`config.mk`:
```
export PLATFORM = sky130hd
export DESIGN_NAME = pc_sequencer
export DESIGN_NICKNAME = d
export VERILOG_FILES = /design/src/rtl/pc_seq_pkg.sv /design/src/rtl/pc_ret_stack.sv /design/src/rtl/pc_sequencer.sv
export SDC_FILE = /design/constraint.sdc
export NUM_CORES = 1
export LEC_CHECK = 0
export CELL_PAD_IN_SITES_DETAIL_PLACEMENT = 2
export CELL_PAD_IN_SITES_GLOBAL_PLACEMENT = 2
export CORE_AREA = 2 2 75 77
export DETAILED_ROUTE_END_ITERATION = 8
export DIE_AREA = 0 0 77 79
export GPL_TIMING_DRIVEN = 0
export PLACE_DENSITY = 0.86
export SKIP_CTS_REPAIR_TIMING = 1
export SLEW_MARGIN = 30
export SYNTH_ARGS = -nofsm -noshare
export SYNTH_HDL_FRONTEND = slang
export SYNTH_SLANG_ARGS = --single-unit
```
`constraint.sdc`:
```
create_clock -name clk -period 2.9 [get_ports clk]
set_input_delay 0.29 -clock clk [delete_from_list [all_inputs] [get_ports clk]]
set_output_delay 0.29 -clock clk [all_outputs]
set_load 0.005 [all_outputs]
```
`src/rtl/pc_seq_pkg.sv`:
```
// Shared types for the program sequencer: sequencer state and the
// priority-ordered per-cycle action.
package pc_seq_pkg;

    localparam int DEF_ADDR_W      = 5;
    localparam int DEF_STACK_DEPTH = 4;
    localparam int DEF_RESET_ADDR  = 0;

    typedef enum logic [1:0] {
        RUN   = 2'd0,
        HALT  = 2'd1,
        FAULT = 2'd2
    } seq_state_t;

    typedef enum logic [2:0] {
        ACT_HALT = 3'd0,
        ACT_RET  = 3'd1,
        ACT_CALL = 3'd2,
        ACT_JMP  = 3'd3,
        ACT_INC  = 3'd4,
        ACT_HOLD = 3'd5
    } seq_action_t;

endpackage

```
`src/rtl/pc_ret_stack.sv`:
```
// Hardware return stack (LIFO). dout is the current top entry.
// The caller guarantees it never pushes when full or pops when empty.
module pc_ret_stack import pc_seq_pkg::*; #(
    parameter int ADDR_W      = DEF_ADDR_W,
    parameter int STACK_DEPTH = DEF_STACK_DEPTH
) (
    input  logic                               clk,
    input  logic                               rst,
    input  logic                               push,
    input  logic                               pop,
    input  logic [ADDR_W-1:0]                  din,
    output logic [ADDR_W-1:0]                  dout,
    output logic [$clog2(STACK_DEPTH+1)-1:0]   count
);

    localparam int CNT_W = $clog2(STACK_DEPTH+1);

    logic [ADDR_W-1:0] mem_r [STACK_DEPTH];
    logic [CNT_W-1:0]  count_r;
    logic [ADDR_W-1:0] dout_s;

    // Entry storage and occupancy counter.
    always_ff @(posedge clk) begin
        if (rst) begin
            count_r <= {CNT_W{1'b0}};
            for (int i = 0; i < STACK_DEPTH; i++) begin
                mem_r[i] <= {ADDR_W{1'b0}};
            end
        end else begin
            for (int i = 0; i < STACK_DEPTH; i++) begin
                if (push && (count_r == CNT_W'(i))) begin
                    mem_r[i] <= din;
                end
            end
            if (push && !pop) begin
                count_r <= count_r + CNT_W'(1);
            end else if (pop && !push) begin
                count_r <= count_r - CNT_W'(1);
            end else begin
                count_r <= count_r;
            end
        end
    end

    // Top-of-stack select; reads zero while empty.
    always_comb begin
        dout_s = {ADDR_W{1'b0}};
        for (int i = 0; i < STACK_DEPTH; i++) begin
            if (count_r == CNT_W'(i + 1)) begin
                dout_s = mem_r[i];
            end else begin
                dout_s = dout_s;
            end
        end
    end

    assign dout  = dout_s;
    assign count = count_r;

endmodule

```
`src/rtl/pc_sequencer.sv`:
```
// Program sequencer: instruction address register with increment, jumps,
// call/return through a hardware stack, halt and a sticky fault state.
module pc_sequencer import pc_seq_pkg::*; #(
    parameter int          ADDR_W      = DEF_ADDR_W,
    parameter int          STACK_DEPTH = DEF_STACK_DEPTH,
    parameter int unsigned RESET_ADDR  = DEF_RESET_ADDR
) (
    input  logic                               clk,
    input  logic                               Reset,
    input  logic                               En,
    input  logic                               Jmp,
    input  logic                               JmpC,
    input  logic                               JmpZ,
    input  logic                               Call,
    input  logic                               Ret,
    input  logic                               Halt,
    input  logic [ADDR_W-1:0]                  Target,
    input  logic                               CY,
    input  logic                               Z,
    output logic [ADDR_W-1:0]                  addr,
    output logic [$clog2(STACK_DEPTH+1)-1:0]   SP,
    output logic                               Halted,
    output logic                               Fault
);

    localparam int SP_W = $clog2(STACK_DEPTH+1);

    seq_state_t        state_r, state_nxt_s;
    seq_action_t       action_s;
    logic [ADDR_W-1:0] addr_r, addr_nxt_s, stack_top_s;
    logic [SP_W-1:0]   sp_s;
    logic              push_s, pop_s, halted_r, fault_r;

    // Priority decode of the strobes into a single action for this cycle.
    always_comb begin
        action_s = ACT_HOLD;
        if ((state_r != RUN) || !En) begin
            action_s = ACT_HOLD;
        end else if (Halt) begin
            action_s = ACT_HALT;
        end else if (Ret) begin
            action_s = ACT_RET;
        end else if (Call) begin
            action_s = ACT_CALL;
        end else if (Jmp || (JmpC && CY) || (JmpZ && Z)) begin
            action_s = ACT_JMP;
        end else begin
            action_s = ACT_INC;
        end
    end

    // Next state, next address and stack control for the chosen action.
    always_comb begin
        state_nxt_s = state_r;
        addr_nxt_s  = addr_r;
        push_s      = 1'b0;
        pop_s       = 1'b0;
        case (action_s)
            ACT_HALT: state_nxt_s = HALT;
            ACT_RET: begin
                if (sp_s == {SP_W{1'b0}}) begin
                    state_nxt_s = FAULT;
                end else begin
                    addr_nxt_s = stack_top_s;
                    pop_s      = 1'b1;
                end
            end
            ACT_CALL: begin
                if (sp_s == SP_W'(STACK_DEPTH)) begin
                    state_nxt_s = FAULT;
                end else begin
                    addr_nxt_s = Target;
                    push_s     = 1'b1;
                end
            end
            ACT_JMP:  addr_nxt_s = Target;
            ACT_INC:  addr_nxt_s = addr_r + ADDR_W'(1);
            ACT_HOLD: addr_nxt_s = addr_r;
            default:  state_nxt_s = FAULT;
        endcase
    end

    // State, address and registered status decodes.
    always_ff @(posedge clk) begin
        if (Reset) begin
            state_r  <= RUN;
            addr_r   <= ADDR_W'(RESET_ADDR);
            halted_r <= 1'b0;
            fault_r  <= 1'b0;
        end else begin
            state_r  <= state_nxt_s;
            addr_r   <= addr_nxt_s;
            halted_r <= (state_nxt_s == HALT);
            fault_r  <= (state_nxt_s == FAULT);
        end
    end

    pc_ret_stack #(
        .ADDR_W      (ADDR_W),
        .STACK_DEPTH (STACK_DEPTH)
    ) u_stack (
        .clk   (clk),
        .rst   (Reset),
        .push  (push_s),
        .pop   (pop_s),
        .din   (addr_r + ADDR_W'(1)),
        .dout  (stack_top_s),
        .count (sp_s)
    );

    assign addr   = addr_r;
    assign SP     = sp_s;
    assign Halted = halted_r;
    assign Fault  = fault_r;

endmodule

```
==> results of run 1 <==
sequential cells by signal, summed over array words and instances, names as in the netlist:
name           cells
u_stack.count      3
u_stack.mem_r     20
addr               5
Halted             1
Fault              1
state_r            2
metal layers:
layer  part of all wire  track usage
met5                  0            0
met4              0.011       0.0589
met3              0.028       0.0398
met2               0.54        0.354
met1               0.42        0.202
placed cells by master, fill, tap and decap left out, drive strengths merged, types with 3 or more instances in the layout:
master,Yosys,final
ha,8,8
a21oi,13,13
clkdlybuf4s50,0,24
a222oi,5,5
a31o,3,3
inv,4,4
a311oi,5,5
nand2,8,8
o21ai,5,5
and3,3,3
nand3,7,7
a211o,6,6
clkbuf,2,9
edfxtp,20,20
buf,4,4
dfxtp,12,12
xor2,4,4
nor2,34,34
logic make-up (layout without fill, tap and decap cells):
group,count (synthesis),count (layout),share of synthesized area
flip-flops,32,32,0.477
XOR/XNOR,5,5,0.0249
adder cells (fa/ha/maj),8,8,0.0568
AO/OA/AOI/OAI,45,45,0.200
buffers and inverters,11,43,0.0341
AND/OR/NAND/NOR,67,67,0.207
cell type report:
cell class	count	area, µm²	share of cell area
Buffer	6	41.3	0.0189
Multi-Input combinational cell	125	866	0.397
Sequential cell	32	842	0.386
Inverter	5	22.5	0.0103
Tap cell	72	90.1	0.0413
Timing Repair Buffer	24	240	0.110
Clock inverter	1	5.00	0.00229
Clock buffer	7	76.3	0.0350
critical path: stages, from the launching register on:
cell        delay [ns]
dfxtp_2           0.43
buf_2             0.28
clkinvlp_4        0.23
ha_1              0.24
buf_2             0.19
nor4b_4           0.37
a222oi_1          0.18
a211o_2           0.38
a311oi_2          0.26
worst paths after layout:
check / slack [ns] / to / depth (start not counted)
worst min-delay path: 0.50 / addr[2]$_SDFFE_PP0P_ / 3
worst max register to register: 0.25 / addr[3]$_SDFFE_PP0P_ / 8
worst max-delay path: 0.25 / addr[3]$_SDFFE_PP0P_ / 8
worst min register to register: 0.58 / addr[1]$_SDFFE_PP0P_ / 2
power by group through the flow:
stage | clock [µW] | combinational (µW) | sequential, µW
floorplan | 0 | 97.1 | 526
global placement | 0 | 162 | 528
detailed placement | 0 | 170 | 530
CTS | 339 | 172 | 520
global route | 360 | 190 | 523
finish | 330 | 171 | 520
metrics by stage:
step | power, µW | worst slack [ns]
floorplan | 623 | 0.592
global placement | 690 | 0.116
detailed placement | 700 | -0.0531
CTS | 1030 | -0.102
global route | 1070 | 0.0586
finish | 1020 | 0.251
==> summary.md, run 1 <==
| Metric | Value |
|---|---|
| Vias | `1,451` |
| Die ar. | `a little over 0.006 mm²` |
| Final setup violation count | `0` |
| Net switching fraction of the power | `0.266` |
| Outcome | `complete, no violations` |
| Synthesized cell area | `0.00176 mm²` |
| Post-detailed-placement half-perimeter wirelength | `3930 µm` |
| EDFF count, synth | `20` |
| Total wire length after detailed routing | `approximately 5000 µm` |
| Unrepaired setup endpoints after global routing | `no` |
| Most repeated cell in the gate-level netlist after synthesis | `nor2_1` |
| Crit path time final | `2.65 ns` |
| Highest net fanout along the worst path | `10` |
| Kind of end point of the critical path | `flop` |
| Maximum number of pins on one net before global-route repair | `11` |
| Overall die height | `79 µm` |
| Fin. max-slew vios | `0` |
| Data required time of the worst path | `approximately 3.1 ns` |
| Number of violations of the max-capacitance limit | `0` |
| Setup total negative slack | `0 ns` |
| Insertion delay of the later-clocked pin in the worst-skew pair | `approximately 0.28 ns` |
| Critical path launch point type | `flop` |
| Post-layout net count | `223` |
| Number of ports placed on the die boundary | `26` |
| Sequential cell area fraction in the yosys report | `0.477` |
| Number of iterations in the first detailed-routing pass | `4` |
| Clock group share of total power | `0.323` |
| Via count of the first global-routing pass | `1,635` |
| Number of synthesized register bits | `32` |
| Fillers | `594` |
| Clock transition at the register clock pins on the worst setup and hold paths after CTS | `0.07 ns` |
| Actual slew at the worst max-slew pin | `0.796 ns` |
| Synthesis Warnings | `0` |
| Site Rows | `27` |
| Synthesized Nets | `192` |
| Vias per cell | `5.33` |
| Async SR Flop Fraction | `0` |
| Share of layout cells above drive strength 1 | `0.155` |
| Flop pwr share | `0.509` |
| X dimension of the die | `77 µm` |
| Share of total power in combinational logic | `0.168` |
| Final global-route overflow total | `0` |
| Area of placed instances | `between 0.002 and 0.0025 mm²` |
| FF-to-FF Start | `u_stack.count[2]$_SDFFE_PP0P_` |
| Maximum clock frequency | `0.378 GHz` |
| Worst hold margin | `0.499 ns` |
| DRC | `0` |
| Core utilization of the finished layout | `0.409` |
| TritonCTS buffer count | `5` |
| Library cells used by synthesis | `43` |
| Net switching power figure | `271 µW` |
| Number of antenna violations at the first check in global routing | `0` |
| Post-route standard cell area excluding fillers | `0.00218 mm²` |
| Longest Clk Path Bufs | `2` |
| Clk Tree Root Cell | `clkbuf_8` |
| Area share of the leading cell type in the synthesized netlist | `0.341` |
| Pwr/cell area | `~470 mW/mm²` |
| Top flip-flop cell by instance count after synthesis | `edfxtp_1` |
| Number of buffers added on ports | `24` |
| Number of levels in the clock H-tree | `2` |
| Internal power | `between 700 and 800 µW` |
| Area delta synth->final | `23.9%` |
| CTS tree | `built` |
| Critical path data arrival time | `2.85 ns` |
| Launch point of the worst path | `u_stack.count[2]$_SDFFE_PP0P_` |
| Leakage dissipation | `0.000773 µW` |
| Gate count of the mapped netlist | `168` |
| Diode insertion count for antenna repair | `0` |
| Layout Cells excl Fill | `272` |
| Peak supply drop | `0.244 mV` |
| Relative slew slack | `0.468` |
| Count of final hold-check violations | `0` |
| Total Routing Usage GR | `0.184` |
| Biggest area contributors in the synthesized netlist | `edfxtp_1, dfxtp_1, nor2_1` |
| WS Path Type | `reg -> reg` |
| Initial cell density of the core | `0.330` |
| Iter 0 DRT Violations | `roughly 50` |
| Core region area | `0.00534 mm²` |
| Wire length of the first global-routing pass | `between 8000 and 9000 µm` |
| Routed wire per std cell | `18.8 µm` |
| Most frequent cells after synthesis | `nor2_1, edfxtp_1, a21oi_1, dfxtp_1` |
| Clock net sink count | `32` |
| Beginning of the worst hold path | `Ret` |
| Average instance area after synthesis | `roughly 10 µm²` |
| GPL Wtd Cong | `0.754` |
| Most area-hungry cell type in the Yosys netlist | `edfxtp_1` |
| Number of nets with antenna violations after detailed routing | `0` |
| Min-delay worst type | `in -> reg` |
| Fraction of the cycle the final worst path needs | `0.913` |
| Clock Skews | `0.00293 ns` |
| Placed cell count | `approximately 260` |
(Power assumes the default switching activity.)
==> run 2, diff against run 1 <==
--- a/config.mk
+++ b/config.mk
@@ -12,6 +12,7 @@
 export DIE_AREA = 0 0 77 79
 export GPL_TIMING_DRIVEN = 0
 export PLACE_DENSITY = 0.86
+export SETUP_SLACK_MARGIN = 0.4
 export SKIP_CTS_REPAIR_TIMING = 1
 export SLEW_MARGIN = 30
 export SYNTH_ARGS = -nofsm -noshare
==> summary.md, run 2 (synthesized netlist as in run 1, its figures left out) <==
| Metric | Value |
|---|---|
| Clock Skews | `0.00351 ns` |
| Total wire length after detailed routing | `5440 µm` |
| Worst Setup EP | `u_stack.count[2]$_SDFFE_PP0P_` |
| WS Path Type | `in -> reg` |
| Initial cell density of the core | `0.330` |
| Iter 0 DRT Violations | `58` |
| Worst hold margin | `between 0.4 and 0.5 ns` |
| Fraction of the cycle the final worst path needs | `0.905` |
| Critical path launch point type | `primary input` |
| Highest-count cells in the layout ignoring fill and taps | `nor2_1, clkdlybuf4s50_1, edfxtp_1, a21oi_1, dfxtp_1` |
| Worst reg2reg endpoint | `u_stack.count[2]$_SDFFE_PP0P_` |
| GPL Wtd Cong | `0.754` |
| CTS tree | `built` |
| FF-to-FF Start | `state_r[1]$_SDFF_PP0_` |
| Vias | `roughly 1,500` |
| Clk Tree Root Cell | `clkbuf_8` |
| Wire length of the first global-routing pass | `8570 µm` |
| Leakage dissipation | `0.000788 µW` |
| Total Routing Usage GR | `0.184` |
| Count of final hold-check violations | `0` |
| Number of nets with antenna violations after detailed routing | `0` |
| Crit path time final | `2.63 ns` |
| Clock net sink count | `32` |
| Pwr/cell area | `464 mW/mm²` |
| Data required time of the worst path | `3.11 ns` |
| Core region area | `0.00534 mm²` |
| Number of iterations in the first detailed-routing pass | `6` |
| Maximum number of pins on one net before global-route repair | `11` |
| Cells traversed along the worst timing path | `clkdlybuf4s50_1 -> or4b_4 -> buf_6 -> or2_2 -> a21oi_1 -> ha_2 -> nor2b_1 -> a21oi_1 -> o21a_1 -> nor2_1` |
| Placement-stage worst setup slack | `-0.0531 ns` |
| Insertion delay of the later-clocked pin in the worst-skew pair | `0.28 ns` |
| Total stage count of the critical path | `10` |
| Unrepaired setup endpoints after global routing | `no` |
| Flip-flop count of the largest register, all copies and words added | `20` |
| Final setup violation count | `0` |
| Routed wire per std cell | `19.8 µm` |
| Diode insertion count for antenna repair | `0` |
| Kind of end point of the critical path | `flop` |
| Worst Reg-to-Reg Cells | `9` |
| Most common library cell in the layout ignoring fill and taps | `nor2_1` |
| Min-delay worst type | `in -> reg` |
| Share of layout cells above drive strength 1 | `0.177` |
| Peak supply drop | `approximately 0.27 mV` |
| Site Rows | `27` |
| Area delta synth->final | `26.1%` |
| Register ranked first by flip-flop count | `u_stack.mem_r` |
| Final global-route overflow total | `0` |
| Launch point of the worst path | `Halt` |
| X dimension of the die | `77 µm` |
| Slowest CP cell | `or4b_4` |
| Fin. max-slew vios | `0` |
| Outcome | `complete, no violations` |
| Relative slew slack | `0.464` |
| Post-route standard cell area excluding fillers | `0.00222 mm²` |
| Combined buffer and inverter count along the critical path | `2` |
| Via count of the first global-routing pass | `1,635` |
| Setup total negative slack | `0 ns` |
| Number of levels in the clock H-tree | `2` |
| Area of placed instances | `0.00209 mm²` |
| Beginning of the worst hold path | `Ret` |
| Post-layout net count | `about 230` |
| Die ar. | `a little over 0.006 mm²` |
| Crit-path leading delay family | `simple AND/OR/NAND/NOR gates` |
| Maximum clock frequency | `0.381 GHz` |
| Number of antenna violations at the first check in global routing | `0` |
| Reg2Reg Setup Slack | `0.37 ns` |
| Dominant cell type by count on the critical path | `a21oi_1` |
| Number of violations of the max-capacitance limit | `0` |
| Vias per cell | `5.38` |
| Overall die height | `79 µm` |
| TritonCTS buffer count | `5` |
| Longest Clk Path Bufs | `2` |
| DRC | `0` |
| Critical path data arrival time | `2.83 ns` |
| Post-detailed-placement half-perimeter wirelength | `3930 µm` |
| Delay of the slowest cell on the worst path | `approximately 0.50 ns` |
| Highest net fanout along the worst path | `7` |
| Actual slew at the worst max-slew pin | `0.802 ns` |
| Fin worst setup slack | `0.274 ns` |
| Number of buffers added on ports | `24` |
| Number of ports placed on the die boundary | `26` |
| Clock transition at the register clock pins on the worst setup and hold paths after CTS | `0.07 ns` |
[run 2: cell count changes in the layout (fill, tap and decap cells not counted), sizes merged]
cell / previous run / this run
buf: 4 / 7
[run 2: power by group]
| part | switching (µW) | total [µW] | internal (µW) |
|---|---|---|---|
| logic | 96.5 | 179 | 82.6 |
| clock network | 164 | 333 | 168 |
| registers | 16.7 | 520 | 503 |
[run 2: worst reg2reg max path, delay by kind of cell, from the launching register on]
family / cells / cell delay (ns)
fa+ha+maj: 1 / 0.30
simple gates: 4 / 1.13
buf+inv: 1 / 0.16
compound gates: 3 / 0.53
flops: 1 / 0.33
[run 2: worst min-delay path by stage]
stage / to / slack [ns] / depth (start not counted)
finish: addr[2]$_SDFFE_PP0P_ / 0.49 / 3
global route: addr[3]$_SDFFE_PP0P_ / 0.51 / 3
CTS: addr[3]$_SDFFE_PP0P_ / 0.50 / 3
detailed placement: u_stack.count[1]$_SDFFE_PP0P_ / 0.58 / 2
global placement: state_r[1]$_SDFF_PP0_ / 0.55 / 2
floorplan: state_r[0]$_SDFF_PP0_ / 0.37 / 1
[run 2: final cells by class]
cell class	count	area, µm²
Clock buffer	7	76.3
Buffer	6	47.5
Fill cell	593	3120
Tap cell	72	90.1
Multi-Input combinational cell	125	872
Timing Repair Buffer	27	263
Clock inverter	1	5.00
Inverter	5	22.5
Sequential cell	32	845
[run 2: per-layer routing]
layer  vias to the layer above  track usage  wire [µm]
li1                        699            -          -
met1                       742        0.202       2150
met2                        30        0.354       2970
met3                         8       0.0398        209
met4                         0       0.0589        113
met5                         -            0          0
[run 2: stage by stage]
step	power [µW]	util	instances
global placement	690	0.392	264
CTS	1030	0.407	272
finish	1030	0.416	275
detailed placement	700	0.392	264
global route	1080	0.416	275
floorplan	623	-	168
==> run 3, diff against run 2 <==
--- a/config.mk
+++ b/config.mk
@@ -14,7 +14,7 @@
 export PLACE_DENSITY = 0.86
 export SETUP_SLACK_MARGIN = 0.4
 export SKIP_CTS_REPAIR_TIMING = 1
-export SLEW_MARGIN = 30
+export SLEW_MARGIN = 10
 export SYNTH_ARGS = -nofsm -noshare
 export SYNTH_HDL_FRONTEND = slang
 export SYNTH_SLANG_ARGS = --single-unit
==> results of run 3 <==
Same layout as run 2: the final DEF is identical, and so are final timing and power.
